===== src/rtl/cvxif_copro_responder.sv =====
// CV-X-IF coprocessor responder: decodes custom-3 ALU ops, waits for commit/kill,
// executes over a fixed number of cycles and returns a single writeback result.
module cvxif_copro_responder #(
  parameter int XLEN     = 32,
  parameter int ID_WIDTH = 3,
  parameter int LATENCY  = 2
) (
  input  logic                clk_i,
  input  logic                rst_i,
  input  logic                issue_valid_i,
  output logic                issue_ready_o,
  input  logic [31:0]         issue_instr_i,
  input  logic [ID_WIDTH-1:0] issue_id_i,
  input  logic [XLEN-1:0]     issue_rs1_i,
  input  logic [XLEN-1:0]     issue_rs2_i,
  output logic                issue_accept_o,
  output logic                issue_writeback_o,
  input  logic                commit_valid_i,
  input  logic [ID_WIDTH-1:0] commit_id_i,
  input  logic                commit_kill_i,
  output logic                result_valid_o,
  input  logic                result_ready_i,
  output logic [ID_WIDTH-1:0] result_id_o,
  output logic [XLEN-1:0]     result_data_o,
  output logic [4:0]          result_rd_o,
  output logic                result_we_o
);

  localparam int SHW = $clog2(XLEN);
  localparam int CW  = 4;

  typedef enum logic [1:0] {IDLE, WAIT_COMMIT, EXEC, RESULT} state_e;
  typedef enum logic [1:0] {OP_ADD, OP_SUB, OP_XOR, OP_ROTL} op_e;

  state_e                state_q;
  logic [CW-1:0]         cnt_q;
  logic [ID_WIDTH-1:0]   id_q;
  logic [4:0]            rd_q;
  op_e                   op_q;
  logic [XLEN-1:0]       rs1_q;
  logic [XLEN-1:0]       rs2_q;
  logic [XLEN-1:0]       res_data_q;

  logic                  dec_ok;
  op_e                   dec_op;
  logic [4:0]            dec_rd;
  logic                  take_issue;
  logic                  commit_hit;

  // NOTE: every variable written in always_comb gets a default first, so no
  // path through the block can leave it unassigned and infer a latch.
  always_comb begin
    dec_ok = 1'b0;
    dec_op = OP_ADD;
    dec_rd = issue_instr_i[11:7];
    if (issue_instr_i[6:0] == 7'h7B && issue_instr_i[31:25] == 7'd0 &&
        issue_instr_i[14] == 1'b0) begin
      dec_ok = 1'b1;
      dec_op = op_e'(issue_instr_i[13:12]);
    end
  end

  assign take_issue = (state_q == IDLE) && issue_valid_i && dec_ok;
  assign commit_hit = commit_valid_i && (commit_id_i == id_q);

  function automatic logic [XLEN-1:0] alu(input op_e op,
                                          input logic [XLEN-1:0] a,
                                          input logic [XLEN-1:0] b);
    logic [2*XLEN-1:0] dbl;
    logic [SHW-1:0]    sh;
    sh  = b[SHW-1:0];
    // Rotating left equals shifting the doubled word and keeping the top half.
    dbl = {a, a} << sh;
    alu = '0;
    unique case (op)
      OP_ADD:  alu = a + b;
      OP_SUB:  alu = a - b;
      OP_XOR:  alu = a ^ b;
      OP_ROTL: alu = dbl[2*XLEN-1:XLEN];
    endcase
  endfunction

  // NOTE: sequential state uses non-blocking assignments so every register
  // samples the pre-edge values regardless of statement order.
  always_ff @(posedge clk_i) begin
    if (rst_i) begin
      state_q    <= IDLE;
      cnt_q      <= '0;
      id_q       <= '0;
      rd_q       <= '0;
      res_data_q <= '0;
    end else begin
      unique case (state_q)
        IDLE: begin
          if (take_issue) begin
            id_q    <= issue_id_i;
            rd_q    <= dec_rd;
            state_q <= WAIT_COMMIT;
          end
        end
        WAIT_COMMIT: begin
          if (commit_hit) begin
            if (commit_kill_i || rd_q == 5'd0) begin
              state_q <= IDLE;
            end else if (LATENCY == 1) begin
              // Single-cycle latency has no counting phase at all.
              res_data_q <= alu(op_q, rs1_q, rs2_q);
              state_q    <= RESULT;
            end else begin
              cnt_q   <= CW'(LATENCY - 1);
              state_q <= EXEC;
            end
          end
        end
        EXEC: begin
          cnt_q <= cnt_q - 1'b1;
          // The counter reaches zero on this edge: publish the result.
          if (cnt_q == CW'(1)) begin
            res_data_q <= alu(op_q, rs1_q, rs2_q);
            state_q    <= RESULT;
          end
        end
        RESULT: begin
          if (result_ready_i) state_q <= IDLE;
        end
      endcase
    end
  end

  // NOTE: operand registers are deliberately left without reset; they are
  // always loaded on an accepted issue before anything reads them.
  always_ff @(posedge clk_i) begin
    if (take_issue) begin
      op_q  <= dec_op;
      rs1_q <= issue_rs1_i;
      rs2_q <= issue_rs2_i;
    end
  end

  // Outputs are forced low for the whole time reset is held, including the
  // first cycle before the state register has been cleared.
  assign issue_ready_o     = (state_q == IDLE) && !rst_i;
  assign issue_accept_o    = dec_ok && !rst_i;
  assign issue_writeback_o = dec_ok && (dec_rd != 5'd0) && !rst_i;
  assign result_valid_o    = (state_q == RESULT) && !rst_i;
  assign result_we_o       = result_valid_o;
  assign result_id_o       = rst_i ? '0 : id_q;
  assign result_rd_o       = rst_i ? '0 : rd_q;
  assign result_data_o     = rst_i ? '0 : res_data_q;

endmodule


===== config.mk =====
export PLATFORM = sky130hd
export DESIGN_NAME = cvxif_copro_responder
export DESIGN_NICKNAME = d
export VERILOG_FILES = /design/src/rtl/cvxif_copro_responder.sv
export SDC_FILE = /design/constraint.sdc
export NUM_CORES = 1
export LEC_CHECK = 0
export ABC_AREA = 1
export ABC_CLOCK_PERIOD_IN_PS = 3600
export CAP_MARGIN = 20
export CELL_PAD_IN_SITES_DETAIL_PLACEMENT = 0
export CELL_PAD_IN_SITES_GLOBAL_PLACEMENT = 1
export CORE_ASPECT_RATIO = 0.8
export CORE_UTILIZATION = 38
export CTS_CLUSTER_SIZE = 16
export DETAILED_ROUTE_END_ITERATION = 12
export GPL_ROUTABILITY_DRIVEN = 1
export GPL_TIMING_DRIVEN = 0
export PLACE_DENSITY = 0.79
export SYNTH_ARGS = -nofsm -noshare
export SYNTH_HDL_FRONTEND = slang
export SYNTH_SLANG_ARGS = --single-unit

===== constraint.sdc =====
create_clock -name clk_i -period 3.6 [get_ports clk_i]
set_input_delay 0.54 -clock clk_i [delete_from_list [all_inputs] [get_ports clk_i]]
set_output_delay 0.54 -clock clk_i [all_outputs]
set_load 0.01 [all_outputs]

# == Yosys cells after proc, flatten, opt, wreduce, memory -nomap -nowiden ==
# Index checks and enable logic that the tools add are counted.
# classes
add_sub_neg,3
eq_ne,14
n_shift,1
mux,14
bitwise,2
n_reduce_logical,22
# ops
cell,count
one-hot mux 32 bit (4 select lines),1
<< shifter 64 x 5 -> 64 bit,1
adder 32 bit,1
two-way mux 32 bit,1
subtractor 32 bit,1
bitwise XOR 32 bit,1
logical AND 1 bit,10
two-way mux 2 bit,5
!= test 2 bit (second input constant),5
equality test 2 bit (second input constant),4
two-way mux 4 bit,2
one-hot mux 2 bit (4 select lines),1
one-hot mux 4 bit (2 select lines),1
equality test 7 bit (second input constant),1
zero test 7 bit,1
zero test 5 bit,1
two-way mux 5 bit,1
nonzero test 5 bit,1
equality test 2 x 1 -> 1 bit (second input constant),2
equality test 4 x 1 -> 1 bit (second input constant),1
zero test 2 bit,2
AND reduction 2 bit,2
AND reduction 4 bit,1
subtractor 4 x 1 -> 4 bit (second input constant),1
other kinds (8),8
# totals
register_bits,112
input_bits,108
output_inout_bits,45
wordCells,64

# == Depth between registers and ports, before layout ==
# logic_depth
ltp_word,7
mapped_depth,27
ltp_nobuf,25

# == Worst setup path after synthesis ==
# No wires, ideal clock.
# synth_path
path_kind,in2reg
from,input port issue_instr_i[27]
to,"register op_q[0], enable pin"
setup_time_ns,0.420
t_arrival_ns,2.672
t_required_ns,3.180
path_slack_ns,0.508
path_stages,6
n_path_buf,1
cell_sequence,nor2_1 -> nand2_1 -> nor4_1 -> nand3_1 -> clkbuf_1 -> inv_1
# synth_via
elab_chain_cells,5
# synth_rtl
element,line,rtl
"start, declared",12,"input logic [31:0] issue_instr_i,"
zero test 7 bit,56,if (issue_instr_i[6:0] == 7'h7B && issue_instr_i[31:25] == 7'd0 &&
logical AND 1 bit (2 in series),56,
two-way mux 1 bit,56,
logical AND 1 bit,63,assign take_issue = (state_q == IDLE) && issue_valid_i && dec_ok;
named net take_issue,47,logic take_issue;
"end signal, assigned",134,op_q <= dec_op;
"end, declared",39,op_e op_q;
# The timed path passes the listed nets, and every way through them passes these cells.
# A chain may end at the register's enable or synchronous reset.

# == Worst setup path after layout ==
# layout_path
from,register rs2_q[1]
to,register res_data_q[18]
# layout_via
elab_chain_cells,2
word_cells_on_any_way,4
classes_between,add/sub (2); shift (1); mux (1)
# layout_rtl
element,line,rtl
"start, declared",41,logic [XLEN-1:0] rs2_q;
"start signal, assigned",136,rs2_q <= issue_rs2_i;
"subtractor 32 bit, or another cell as far along",77,OP_SUB: alu = a - b;
one-hot mux 32 bit (4 select lines) *,75,unique case (op)
"end signal, assigned",107,"res_data_q <= alu(op_q, rs1_q, rs2_q);"
"end signal, assigned",119,"res_data_q <= alu(op_q, rs1_q, rs2_q);"
"end, declared",42,logic [XLEN-1:0] res_data_q;
# Every way passes the cells marked *; elsewhere a longest branch is shown, timed or not.

==> summary.txt <==
Floorplan
  – Floorplan row count: 52
  – Starting density of the core: 38.9%
  – I/O pin total: about 150
  – Core box area: about 0.025 mm2
  – Overall die area: roughly 0.027 mm2
  – Die width: about 180 um
  – Die Height: 146 um

Timing
  – Fin crit share: just under 100%
  – Final hold vios: 0
  – Fin crit period: roughly 3.5 ns
  – Measured slew at the worst slew-check pin: 0.923 ns
  – Fmax: 289 MHz
  – Setup violators final: 0
  – Sum Neg Setup Slack: 0 ns
  – Fin Hold WS: 0.478 ns
  – Pins over their slew limit: 0
  – Max-slew headroom: 38.5%
  – Clock skew: between 0.015 and 0.02 ns

Worst setup path
  – Setup crit end kind: flip-flop
  – CP Launch Type: flip-flop
  – Worst-path fanout max: 4
  – Critical Path AT: 3.72 ns
  – WP data required: ~3.9 ns
  – Critical path type: reg2reg

Detailed routing
  – Starting DRC count in detailed routing: roughly 1400
  – DRC: 0
  – Routed WL per cell: roughly 20 um
  – Vias: between 10000 and 15000
  – Vias/cell: 5.38
  – Routed Antenna Nets: 0
  – Drt total wl: approximately 44000 um
  – Drt pass-1 iters: 8

CTS
  – Clock transition at path regs: 0.08 ns
  – CTS tree: done
  – CTS Root Cell: clkbuf_16
  – Sinks on Clock Net: approximately 110
  – Htree depth: 3
  – CTS Buffer Depth: 2
  – Worst-Skew Late Latency: roughly 0.38 ns
  – Num CTS Buffers: 9

GRT
  – Vias in the first global route: just over 10000
  – Initial antenna violation count: 0
  – Total track usage: approximately a third
  – Global-route wire length before repair: approximately 64000 um
  – Largest net degree at the start of global routing: 67
  – Grt ovf: 0

Logic synthesis
  – Xor/xnor share of the synthesized area: under 10%
  – Synth Area in Simple Gates: between 40% and 50%
  – Number of flops mapped to enable cells by yosys: 66
  – Top post-synthesis cells by area: edfxtp_1, nand2_1, nand3_1
  – Post-Syn Instances: ~1600
  – Post-synthesis compound-gate area fraction: a little over a tenth
  – Post-synthesis mux area share: 0%
  – Area of the mapped netlist: around 0.0099 mm2
  – Syn_nets: approximately 1700
  – Leading cell type by number of instances after synthesis: nand2_1
  – Sequential share of the synthesized area: 29.3%
  – Most common library cells after synthesis: nand2_1, nand3_1, inv_1, nor2_1, a21oi_1
  – Synth Register Bits: about 110
  – Synth async-reset ratio: 0%
  – Distinct cells, synth: 42
  – Synth warnings: 0
  – Main synth FF type: edfxtp_1
  – Avg Cell Area, Syn: around 6 um2
  – Main combinational cell family by area after synthesis: simple AND/OR/NAND/NOR gates
  – Yosys top cell area share: between 20% and 30%
  – Synth area leader: edfxtp_1
  – Adder-cell share of the synthesized area: roughly 4.5%

Pwr
  – Cell Pwr Density: around 210 mW/mm2
  – Sw Ratio: around a quarter
  – Seq pwr share: ~52%
  – Logic pwr share: 8.6%
  – VDD IR max: roughly 0.29 mV
  – Pleak: approximately 0.0057 uW
  – Sw power: 665 uW
  – Clk pwr share: around 40%
  – Cell-internal power: around 2000 uW

Finish
  – Layout cells sized above 1: under 10%
  – Layout area overhead: 27.2%
  – Multi-input logic area: approximately 0.0062 mm2
  – # fillers: 2646
  – FF/Latch Area: just under 0.003 mm2
  – Diode count: 0
  – NumNets Final: about 1900

Flow run
  – Max Cap Viol: 0

Placed design
  – Number of I/O port buffers: roughly 140
  – Detailed Place HPWL: approximately 36000 um
  – Gp weighted congestion: approximately 1

Worst hold path
  – Worst min path class: reg2reg

Run status
  – Outcome: finished clean
==> per-stage QoR <==
stage,utilization (%),power [uW],instance area [um2],instances,worst slack (ns)
after floorplan,-,1490,9900,1605,0.508
after global placement,46.2,1630,11800,2098,-1.03
after detailed placement,46.2,1630,11800,2098,-0.557
after CTS,48.3,2680,12300,2122,0.0129
after global routing,49.5,2740,12600,2135,-0.0202
final,49.5,2650,12600,2135,0.144
==> path summary, 6_finish.rpt <==
check / from / end / slack, ns / cells past startpoint
hold reg to reg: rd_q[4]$_SDFFE_PP0P_ / rd_q[4]$_SDFFE_PP0P_ / 0.48 / 2
setup reg to reg: rs2_q[1]$_DFFE_PP_ / res_data_q[18]$_SDFFE_PP0P_ / 0.14 / 19
hold / removal: rd_q[4]$_SDFFE_PP0P_ / rd_q[4]$_SDFFE_PP0P_ / 0.48 / 2
setup / recovery: rs2_q[1]$_DFFE_PP_ / res_data_q[18]$_SDFFE_PP0P_ / 0.14 / 19
==> cell usage in the layout (no fill, tap or decap), types with 27 or more instances in the layout <==
cell type / Yosys / layout
buf_4: 5 / 27
xor2_1: 34 / 32
o21ai_0: 64 / 63
nand2_1: 442 / 426
clkbuf_1: 31 / 29
a21oi_1: 101 / 83
nand3_1: 275 / 273
edfxtp_1: 66 / 66
inv_1: 196 / 195
nor2_1: 173 / 161
clkdlybuf4s50_1: 0 / 142
dfxtp_1: 46 / 46
ha_1: 34 / 27
==> worst max-delay path, cell delays in order, from the launching register on <==
cell and delay, ns:
edfxtp_1 0.38, buf_6 0.14, buf_4 0.15, nor3_4 0.26
nand2_2 0.13, nor2_4 0.18, nor2_1 0.10, a21oi_2 0.18
xor2_1 0.22, ha_1 0.34, a21oi_2 0.22, nand2_1 0.17
inv_1 0.10, nand2_2 0.12, a21oi_1 0.13, nand2_1 0.12
nor2_1 0.11, nor2_1 0.05, nor2_1 0.18, nor2_1 0.06
==> registers in the layout, summed over array words and instances (netlist names), named ones only <==
register / flops
rs1_q: 32
res_data_q: 32
rd_q: 5
state_q: 1
cnt_q: 4
id_q: 3
op_q: 2
rs2_q: 32
==> cell type report <==
class | instances | area share [%]
Inverter | 208 | 6.46
Clock inverter | 7 | 0.547
Clock buffer | 9 | 1.79
Sequential cell | 112 | 23.1
Multi-Input combinational cell | 1222 | 49.6
Buffer | 61 | 2.37
Timing Repair Buffer | 165 | 12.7
Tap cell | 351 | 3.49
==> power groups by stage <==
stage | sequential, uW | clock [uW] | combinational, uW
final | 1380 | 1050 | 228
after CTS | 1380 | 1080 | 229
after detailed placement | 1400 | 0 | 228
after floorplan | 1400 | 0 | 85.6
after global routing | 1380 | 1110 | 251
after global placement | 1410 | 0 | 222
==> kinds of logic (layout without fill, tap and decap cells) <==
| group | count (synthesis) | count (layout) |
|---|---|---|
| and+or+nand+nor | 945 | 945 |
| xor gates and xnor gates | 40 | 40 |
| DFF | 112 | 112 |
| buffers and inverters | 271 | 450 |
| AOI/OAI and AO/OA | 202 | 202 |
| adders and majority gates | 35 | 35 |
==> metal layers <==
layer	share of wire, %	vias to the layer above	wire, um	track usage [%]
met3	9.5	62	4140	8.13
met5	0.11	-	46	1.27
met4	2.1	2	926	7.94
met2	39	551	17100	44.3
met1	49	5296	21500	50.6
li1	-	5580	-	-
==> what timing repair did <==
item,in CTS,in global routing
pin swaps,10,26
endpoints found under the setup margin,17,21
hold buffers,0,0
setup buffers,9,14
resized for setup,42,59
Power figures use the tool's default switching activity.
